<file path="config.mk">
export PLATFORM = sky130hd
export DESIGN_NAME = rename_tag_freelist
export DESIGN_NICKNAME = d
export VERILOG_FILES = /design/src/rtl/rename_tag_freelist_pkg.sv /design/src/rtl/rename_tag_freelist_tag_ring.sv /design/src/rtl/rename_tag_freelist.sv
export SDC_FILE = /design/constraint.sdc
export NUM_CORES = 1
export LEC_CHECK = 0
export ABC_AREA = 1
export CORE_ASPECT_RATIO = 1.5
export CORE_UTILIZATION = 40
export DETAILED_ROUTE_END_ITERATION = 12
export SLEW_MARGIN = 20
export SYNTH_ARGS = -nofsm -noshare
export SYNTH_HDL_FRONTEND = slang
export SYNTH_HIERARCHICAL = 1
export SYNTH_SLANG_ARGS = --single-unit
export TNS_END_PERCENT = 1
</file>
<file path="constraint.sdc">
create_clock -name clk -period 13 [get_ports clk]
set_input_delay 1.95 -clock clk [delete_from_list [all_inputs] [get_ports clk]]
set_output_delay 1.95 -clock clk [all_outputs]
set_load 0.03 [all_outputs]
</file>
<file path="src/rtl/rename_tag_freelist_pkg.sv">
`default_nettype none
// ============================================================================
//  Module      : rename_pkg
//  Description : Shared constants, tag type and helpers for the rename
//                free-tag allocator.
//  Revision    : 1.0 - initial release
// ============================================================================
package rename_pkg;

    localparam int PTAG_W   = 6;          // physical tag width
    localparam int NUM_ARCH = 32;         // architectural registers (identity tags)
    localparam int NUM_TAGS = 32;         // renameable tags held in the pool
    localparam int TAG_BASE = NUM_ARCH;   // first renameable tag

    typedef logic [PTAG_W-1:0] ptag_t;

    // Number of asserted enables out of two (0..2).
    function automatic logic [1:0] popcount2(input logic a, input logic b);
        return {1'b0, a} + {1'b0, b};
    endfunction

endpackage
`default_nettype wire

</file>
<file path="src/rtl/rename_tag_freelist_tag_ring.sv">
`default_nettype none
// ============================================================================
//  Module      : tag_ring
//  Description : Generic 2-read / 2-write circular buffer of tags with
//                head (read/allocate) and tail (write/release) pointers and
//                a free-entry count. Reset and reload both restore the
//                initial contents ring[i] = BASE + i with the ring full.
//  Ports       : clk, rst        - clock, synchronous active-high reset
//                i_reload        - synchronous reload to initial contents
//                i_alloc_n       - entries consumed at head (0..2)
//                i_rel_n         - entries written at tail (0..2)
//                i_wdata0/1      - data written at tail, tail+1
//                o_rdata0/1      - ring[head], ring[head+1]
//                o_count         - number of valid entries
//  Revision    : 1.0 - initial release
// ============================================================================
module tag_ring #(
    parameter int W     = 6,
    parameter int DEPTH = 32,   // must be a power of two
    parameter int BASE  = 32
) (
    input  logic                     clk,
    input  logic                     rst,
    input  logic                     i_reload,
    input  logic [1:0]               i_alloc_n,
    input  logic [1:0]               i_rel_n,
    input  logic [W-1:0]             i_wdata0,
    input  logic [W-1:0]             i_wdata1,
    output logic [W-1:0]             o_rdata0,
    output logic [W-1:0]             o_rdata1,
    output logic [$clog2(DEPTH):0]   o_count
);

    localparam int                c_aw      = $clog2(DEPTH);
    localparam logic [c_aw-1:0]   c_one_idx = 1;
    localparam logic [c_aw:0]     c_full    = (c_aw+1)'(DEPTH);
    // Tail starts one full lap ahead of head: wrap bits differ -> ring full.
    localparam logic [c_aw:0]     c_tail0   = {1'b1, {c_aw{1'b0}}};

    logic [W-1:0]    r_ring [DEPTH];
    logic [c_aw:0]   r_head;
    logic [c_aw:0]   r_tail;
    logic [c_aw:0]   r_count;

    logic [c_aw-1:0] w_head_idx;
    logic [c_aw-1:0] w_head_idx1;
    logic [c_aw-1:0] w_tail_idx;
    logic [c_aw-1:0] w_tail_idx1;
    logic [c_aw:0]   w_alloc_x;
    logic [c_aw:0]   w_rel_x;

    // Index arithmetic drops the wrap bit, so +1 wraps DEPTH-1 -> 0.
    assign w_head_idx  = r_head[c_aw-1:0];
    assign w_head_idx1 = w_head_idx + c_one_idx;
    assign w_tail_idx  = r_tail[c_aw-1:0];
    assign w_tail_idx1 = w_tail_idx + c_one_idx;
    assign w_alloc_x   = {{(c_aw-1){1'b0}}, i_alloc_n};
    assign w_rel_x     = {{(c_aw-1){1'b0}}, i_rel_n};

    assign o_rdata0 = r_ring[w_head_idx];
    assign o_rdata1 = r_ring[w_head_idx1];
    assign o_count  = r_count;

    always_ff @(posedge clk) begin
        if (rst || i_reload) begin
            for (int i = 0; i < DEPTH; i++) begin
                r_ring[i] <= W'(BASE + i);
            end
            r_head  <= '0;
            r_tail  <= c_tail0;
            r_count <= c_full;
        end else begin
            if (i_rel_n != 2'd0) begin
                r_ring[w_tail_idx] <= i_wdata0;
            end
            if (i_rel_n == 2'd2) begin
                r_ring[w_tail_idx1] <= i_wdata1;
            end
            r_head  <= r_head + w_alloc_x;
            r_tail  <= r_tail + w_rel_x;
            r_count <= r_count - w_alloc_x + w_rel_x;
        end
    end

endmodule
`default_nettype wire

</file>
<file path="src/rtl/rename_tag_freelist.sv">
`default_nettype none
// ============================================================================
//  Module      : rename_tag_freelist
//  Description : Free physical-tag allocator for the dual-issue rename
//                table. Offers up to two destination tags per cycle with
//                zero latency, stalls rename when too few tags are free,
//                takes tags back on commit and reloads on recover.
//  Ports       : clk, rst              - clock, synchronous active-high reset
//                recover               - flush; pool returns to reset state
//                stall_ext             - downstream stall, blocks allocation
//                rd1_en/rd2_en         - slot needs a destination tag
//                rd1p/rd2p             - offered tags
//                stall_RNR             - rename stall
//                rel1_en/rel2_en       - commit slot frees a tag
//                rel1p/rel2p           - tags freed by commit
//                free_cnt              - registered free-tag count
//                ovf_err               - sticky bad-release flag
//  Revision    : 1.0 - initial release
// ============================================================================
module rename_tag_freelist #(
    parameter int PTAG_W   = rename_pkg::PTAG_W,
    parameter int NUM_TAGS = rename_pkg::NUM_TAGS,
    parameter int TAG_BASE = rename_pkg::TAG_BASE
) (
    input  logic              clk,
    input  logic              rst,
    input  logic              recover,
    input  logic              stall_ext,
    input  logic              rd1_en,
    input  logic              rd2_en,
    output logic [PTAG_W-1:0] rd1p,
    output logic [PTAG_W-1:0] rd2p,
    output logic              stall_RNR,
    input  logic              rel1_en,
    input  logic              rel2_en,
    input  logic [PTAG_W-1:0] rel1p,
    input  logic [PTAG_W-1:0] rel2p,
    output logic [PTAG_W-1:0] free_cnt,
    output logic              ovf_err
);

    import rename_pkg::*;

    localparam int                c_cw    = $clog2(NUM_TAGS) + 1;
    localparam logic [c_cw:0]     c_cap   = (c_cw+1)'(NUM_TAGS);
    localparam logic [PTAG_W-1:0] c_base  = PTAG_W'(TAG_BASE);
    localparam logic [PTAG_W-1:0] c_base1 = PTAG_W'(TAG_BASE + 1);

    logic [PTAG_W-1:0] w_rd0;
    logic [PTAG_W-1:0] w_rd1;
    logic [c_cw-1:0]   w_count;
    logic [1:0]        w_need;
    logic              w_short;
    logic              w_fire;
    logic [1:0]        w_alloc_n;
    logic [c_cw:0]     w_room;
    logic              w_act;
    logic              w_rel1_ok;
    logic              w_rel2_ok;
    logic              w_rel_err;
    logic [1:0]        w_rel_n;
    logic [PTAG_W-1:0] w_wdata0;
    logic              r_ovf;

    // All-or-nothing: a pair that does not fit is stalled as a whole.
    assign w_need    = popcount2(rd1_en, rd2_en);
    assign w_short   = {{(c_cw-2){1'b0}}, w_need} > w_count;
    assign stall_RNR = !rst & (recover | w_short);
    assign w_fire    = !rst & !recover & !w_short & !stall_ext & (w_need != 2'd0);
    assign w_alloc_n = w_fire ? w_need : 2'd0;

    // Capacity left after this cycle's allocation. Releases are judged in
    // slot order against it; one that would overfill the pool or names an
    // architectural tag is dropped and flagged.
    assign w_room    = c_cap - ({1'b0, w_count} - {{(c_cw-1){1'b0}}, w_alloc_n});
    assign w_act     = !rst & !recover;
    assign w_rel1_ok = w_act & rel1_en & (rel1p >= c_base) & (w_room != '0);
    assign w_rel2_ok = w_act & rel2_en & (rel2p >= c_base)
                       & (w_room > {{c_cw{1'b0}}, w_rel1_ok});
    assign w_rel_err = w_act & ((rel1_en & !w_rel1_ok) | (rel2_en & !w_rel2_ok));
    assign w_rel_n   = popcount2(w_rel1_ok, w_rel2_ok);
    // Accepted releases are packed: a lone slot-2 tag goes to tail.
    assign w_wdata0  = w_rel1_ok ? rel1p : rel2p;

    tag_ring #(
        .W     (PTAG_W),
        .DEPTH (NUM_TAGS),
        .BASE  (TAG_BASE)
    ) u_ring (
        .clk       (clk),
        .rst       (rst),
        .i_reload  (recover),
        .i_alloc_n (w_alloc_n),
        .i_rel_n   (w_rel_n),
        .i_wdata0  (w_wdata0),
        .i_wdata1  (rel2p),
        .o_rdata0  (w_rd0),
        .o_rdata1  (w_rd1),
        .o_count   (w_count)
    );

    // During the reset cycle the ring registers are not yet initialised,
    // so the post-reset head values are presented directly.
    assign rd1p = rst ? c_base  : w_rd0;
    assign rd2p = rst ? c_base1 : ((rd1_en & rd2_en) ? w_rd1 : w_rd0);

    assign free_cnt = PTAG_W'(w_count);
    assign ovf_err  = r_ovf;

    always_ff @(posedge clk) begin
        if (rst) begin
            r_ovf <= 1'b0;
        end else if (w_rel_err) begin
            r_ovf <= 1'b1;
        end
    end

endmodule
`default_nettype wire

</file>
==> out/qor.yml <==
outcome:
  status: "complete, no violations"
worst_setup_path:
  timing_worst_setup_path_type: "in2reg"
  arrival_ns: 8.27
  critPathLaunchType: "input port"
  critical_path.endpoint_type: "register"
  worstRegToRegCells: 26
  required_time_of_the_worst_setup_path_ns: 13.19
  crit_fanout: 22
routing:
  wire_length_reported_by_the_detailed_router_um: 55340
  detailedRoute.firstPassIterationCount: 5
  detailroute.via_count: 14490
  post-route-drc-count: 0
  drt-initial-drc-count: 1407
  routed_via_density: 5.786
  detail-route-antenna-nets: 0
  detail_route.wl_per_cell_um: 22.10
clock_tree:
  tritoncts: "built"
  numCtsBuffers: 22
  cts.htree.levels: 1
  post_cts_resize_count: 0
  clkSlewWorstSetupHoldPaths_ns: 0.07
  cts_post_setup_buffers_inserted: 0
  cts-hold-fix-buffers: 0
  cts_sinks: 209
  clockBufferDepth: 3
  clock-root-buffer: "sky130_fd_sc_hd__clkbuf_16"
  worstSkewPairLatency_ns: 0.54
logic_synthesis:
  netlist-cell-type-count: 42
  syn_nets: 2086
  synthesis.instances: 2042
  synth-edff-count: 192
  synth_sequential_area_ratio_pct: 42.10
  avgSynthCellArea_um2: 7.102
  netlist.top_cell.by_area: "sky130_fd_sc_hd__edfxtp_1"
  synth.yosys.warnings: 6
  synth_top_cells_by_area: "sky130_fd_sc_hd__edfxtp_1, sky130_fd_sc_hd__nand2_1, sky130_fd_sc_hd__nand3_1"
  synth.most_common_cell: "sky130_fd_sc_hd__nand2_1"
  synth.cells.most_frequent: "sky130_fd_sc_hd__nand2_1, sky130_fd_sc_hd__nand3_1, sky130_fd_sc_hd__inv_1"
  ys_async_sr_fraction_pct: 0
  synth_top_cell_area_share_pct: 39.75
  flip_flop_and_latch_count_after_synthesis: 209
  postSynth.topFlopCell: "sky130_fd_sc_hd__edfxtp_1"
  syn-cell-area_um2: 14500
sta:
  finalSetupViolCount: 0
  fin_setup_tns_ns: 0
  timing.slew.headroom_pct: 17.45
  rsz0062_at_grt: "false"
  timing.final.crit_period_ns: 8.073
  hold_violations: 0
  fmax_mhz: 123.9
  timing.clock.skew_ns: 0.02851
  final_critical_path_setup_slack_ns: 4.927
  timing_max_transition_violations_final: 0
  tightest_pin_transition_ns: 1.237
  finalCritPeriodShare_pct: 62.10
global_routing:
  number_of_global_route_vias_before_repair: 13760
  grt_pass1_wl_um: 82140
  grt_max_degree: 94
  globalRouteTotalUtil_pct: 30.10
  initial_antenna_violation_count: 1
  grt-ovfl-total: 0
power:
  power-per-cell-area_nw_per_um2: 98.73
  static-leakage-power_nw: 6.660
  ir_drop_mv: 0.07554
place:
  port-buffer-count: 39
  place.gp.congestion: 1.005
  pre_cts_slack_ns: 4.492
  sum_of_net_half_perimeters_after_detailed_placement_um: 37730
floorplanning:
  dieWidth_um: 157.5
  start_util_pct: 40.46
  core_um2: 35840
  floorplan.die.height_um: 235.2
  boundaryPins: 40
  floorplan.die_area_um2: 37040
  row_count: 85
layout:
  filler_cells_inserted: 3743
  fin_nets: 2054
  antenna_cells: 0
  proportion_of_layout_cells_with_a_drive_suffix_above_1_pct: 4.886
  areaGrowthSynthToFinish_pct: 9.257
worst_hold_path:
  hold_path_class: "reg2reg"
  holdPathStages: 2
job:
  max_cap_viol_count: 0
## area by class of cell
type | count | area (um2) | area share [%]
Sequential cell | 209 | 6111 | 38.57
Timing Repair Buffer | 64 | 578.1 | 3.648
Tap cell | 478 | 598.1 | 3.774
Clock inverter | 14 | 106.4 | 0.6712
Clock buffer | 26 | 586.8 | 3.703
Multi-Input combinational cell | 1372 | 6583 | 41.54
Inverter | 341 | 1282 | 8.094
## sequential cells by signal, summed over array words and instances (netlist names)
name and cells:
ovf_err 1, u_ring/o_count 6, u_ring/r_head 5, u_ring/r_ring 192, u_ring/r_tail 5
## kinds of logic after synthesis
family | synth area share [%]
buffers and inverters | 12.60
adders and majority gates | 2.329
xor gates and xnor gates | 0.5781
AOI/OAI and AO/OA | 10.63
DFF | 42.10
and+or+nand+nor | 31.76
## layout by cell type (no fill, tap or decap), drive strengths merged
| cell type | synthesis | layout |
|---|---|---|
| fa | 5 | 5 |
| o21a | 1 | 1 |
| or2 | 2 | 2 |
| clkdlybuf4s50 | 0 | 39 |
| nand2 | 600 | 600 |
| o21ai | 50 | 50 |
| a22oi | 3 | 3 |
| clkinv | 6 | 17 |
| xnor2 | 2 | 2 |
| clkbuf | 54 | 26 |
| xor2 | 5 | 5 |
| and2 | 1 | 1 |
| o22ai | 135 | 135 |
| nand3b | 1 | 1 |
| nand3 | 347 | 347 |
| a21oi | 58 | 58 |
| o211ai | 13 | 13 |
| ha | 19 | 19 |
| nand4 | 6 | 6 |
| bufinv | 0 | 1 |
| dfxtp | 17 | 17 |
| edfxtp | 192 | 192 |
| a31oi | 1 | 1 |
| clkinvlp | 0 | 1 |
| o21bai | 1 | 1 |
| inv | 335 | 336 |
| nor3 | 2 | 2 |
| nor2 | 120 | 120 |
| buf | 66 | 25 |
## path summary, 6_finish.rpt
path | to | start | slack (ns)
hold / removal | ovf_err$_SDFFE_PP0P_ | ovf_err$_SDFFE_PP0P_ | 0.46
hold reg to reg | ovf_err$_SDFFE_PP0P_ | ovf_err$_SDFFE_PP0P_ | 0.46
setup / recovery | u_ring/r_ring[29][5]$_DFFE_PP_ | rd1_en | 4.93
setup reg to reg | u_ring/r_ring[29][5]$_DFFE_PP_ | u_ring/o_count[1]$_SDFF_PP0_ | 6.56
## routing by layer
layer	up-vias	wire length [um]	track usage (%)
met5	-	10	0
met4	2	3975	20.30
met3	243	4148	3.258
met2	802	26710	50.51
met1	6791	20490	35.91
li1	6650	-	-
## stage by stage
stage	std cells	instance area [um2]	total power, W	util (%)	hold WS, ns
5_1_grt	2504	15850	0.001605	44.21	0.5116
3_3_place_gp	2464	15150	0.0009477	42.28	0.4528
6_report	2504	15850	0.001564	44.21	0.4570
4_1_cts	2504	15850	0.001569	44.21	0.4577
3_5_place_dp	2464	15150	0.0009496	42.28	0.4452
2_1_floorplan	2042	14500	0.0008746	-	0.4770
## where the power goes
part,total (W),switching (W),internal [W],leakage [nW]
clock,0.000625,0.000281,0.000345,0.338
combinational,0.000186,0.000136,0.0000497,4.47
sequential,0.000753,0.00000968,0.000743,1.85
total,0.00156,0.000427,0.00114,6.66
## critical path, stage by stage
cell                              delay [ns]
sky130_fd_sc_hd__clkdlybuf4s50_1        0.48
sky130_fd_sc_hd__ha_1                   0.27
sky130_fd_sc_hd__ha_1                   0.29
sky130_fd_sc_hd__inv_1                  0.06
sky130_fd_sc_hd__nor2_1                 0.03
sky130_fd_sc_hd__o211ai_1               0.23
sky130_fd_sc_hd__nand2_1                0.11
sky130_fd_sc_hd__nor2_1                 0.51
sky130_fd_sc_hd__fa_1                   0.55
sky130_fd_sc_hd__inv_1                  0.09
sky130_fd_sc_hd__nand2_1                0.04
sky130_fd_sc_hd__nand3b_1               0.18
sky130_fd_sc_hd__o21ai_4                0.26
sky130_fd_sc_hd__inv_2                  0.13
sky130_fd_sc_hd__ha_1                   0.29
sky130_fd_sc_hd__inv_1                  0.03
sky130_fd_sc_hd__nor2_1                 0.08
sky130_fd_sc_hd__nand3_1                0.08
sky130_fd_sc_hd__nor2_1                 0.15
sky130_fd_sc_hd__nor2_1                 0.08
sky130_fd_sc_hd__ha_1                   0.34
sky130_fd_sc_hd__o21ai_1                0.10
sky130_fd_sc_hd__inv_1                  0.85
sky130_fd_sc_hd__nand2_1                0.24
sky130_fd_sc_hd__nor2_1                 0.48
sky130_fd_sc_hd__inv_2                  0.11
sky130_fd_sc_hd__nand3_1                0.24
Power figures use the tool's default switching activity.
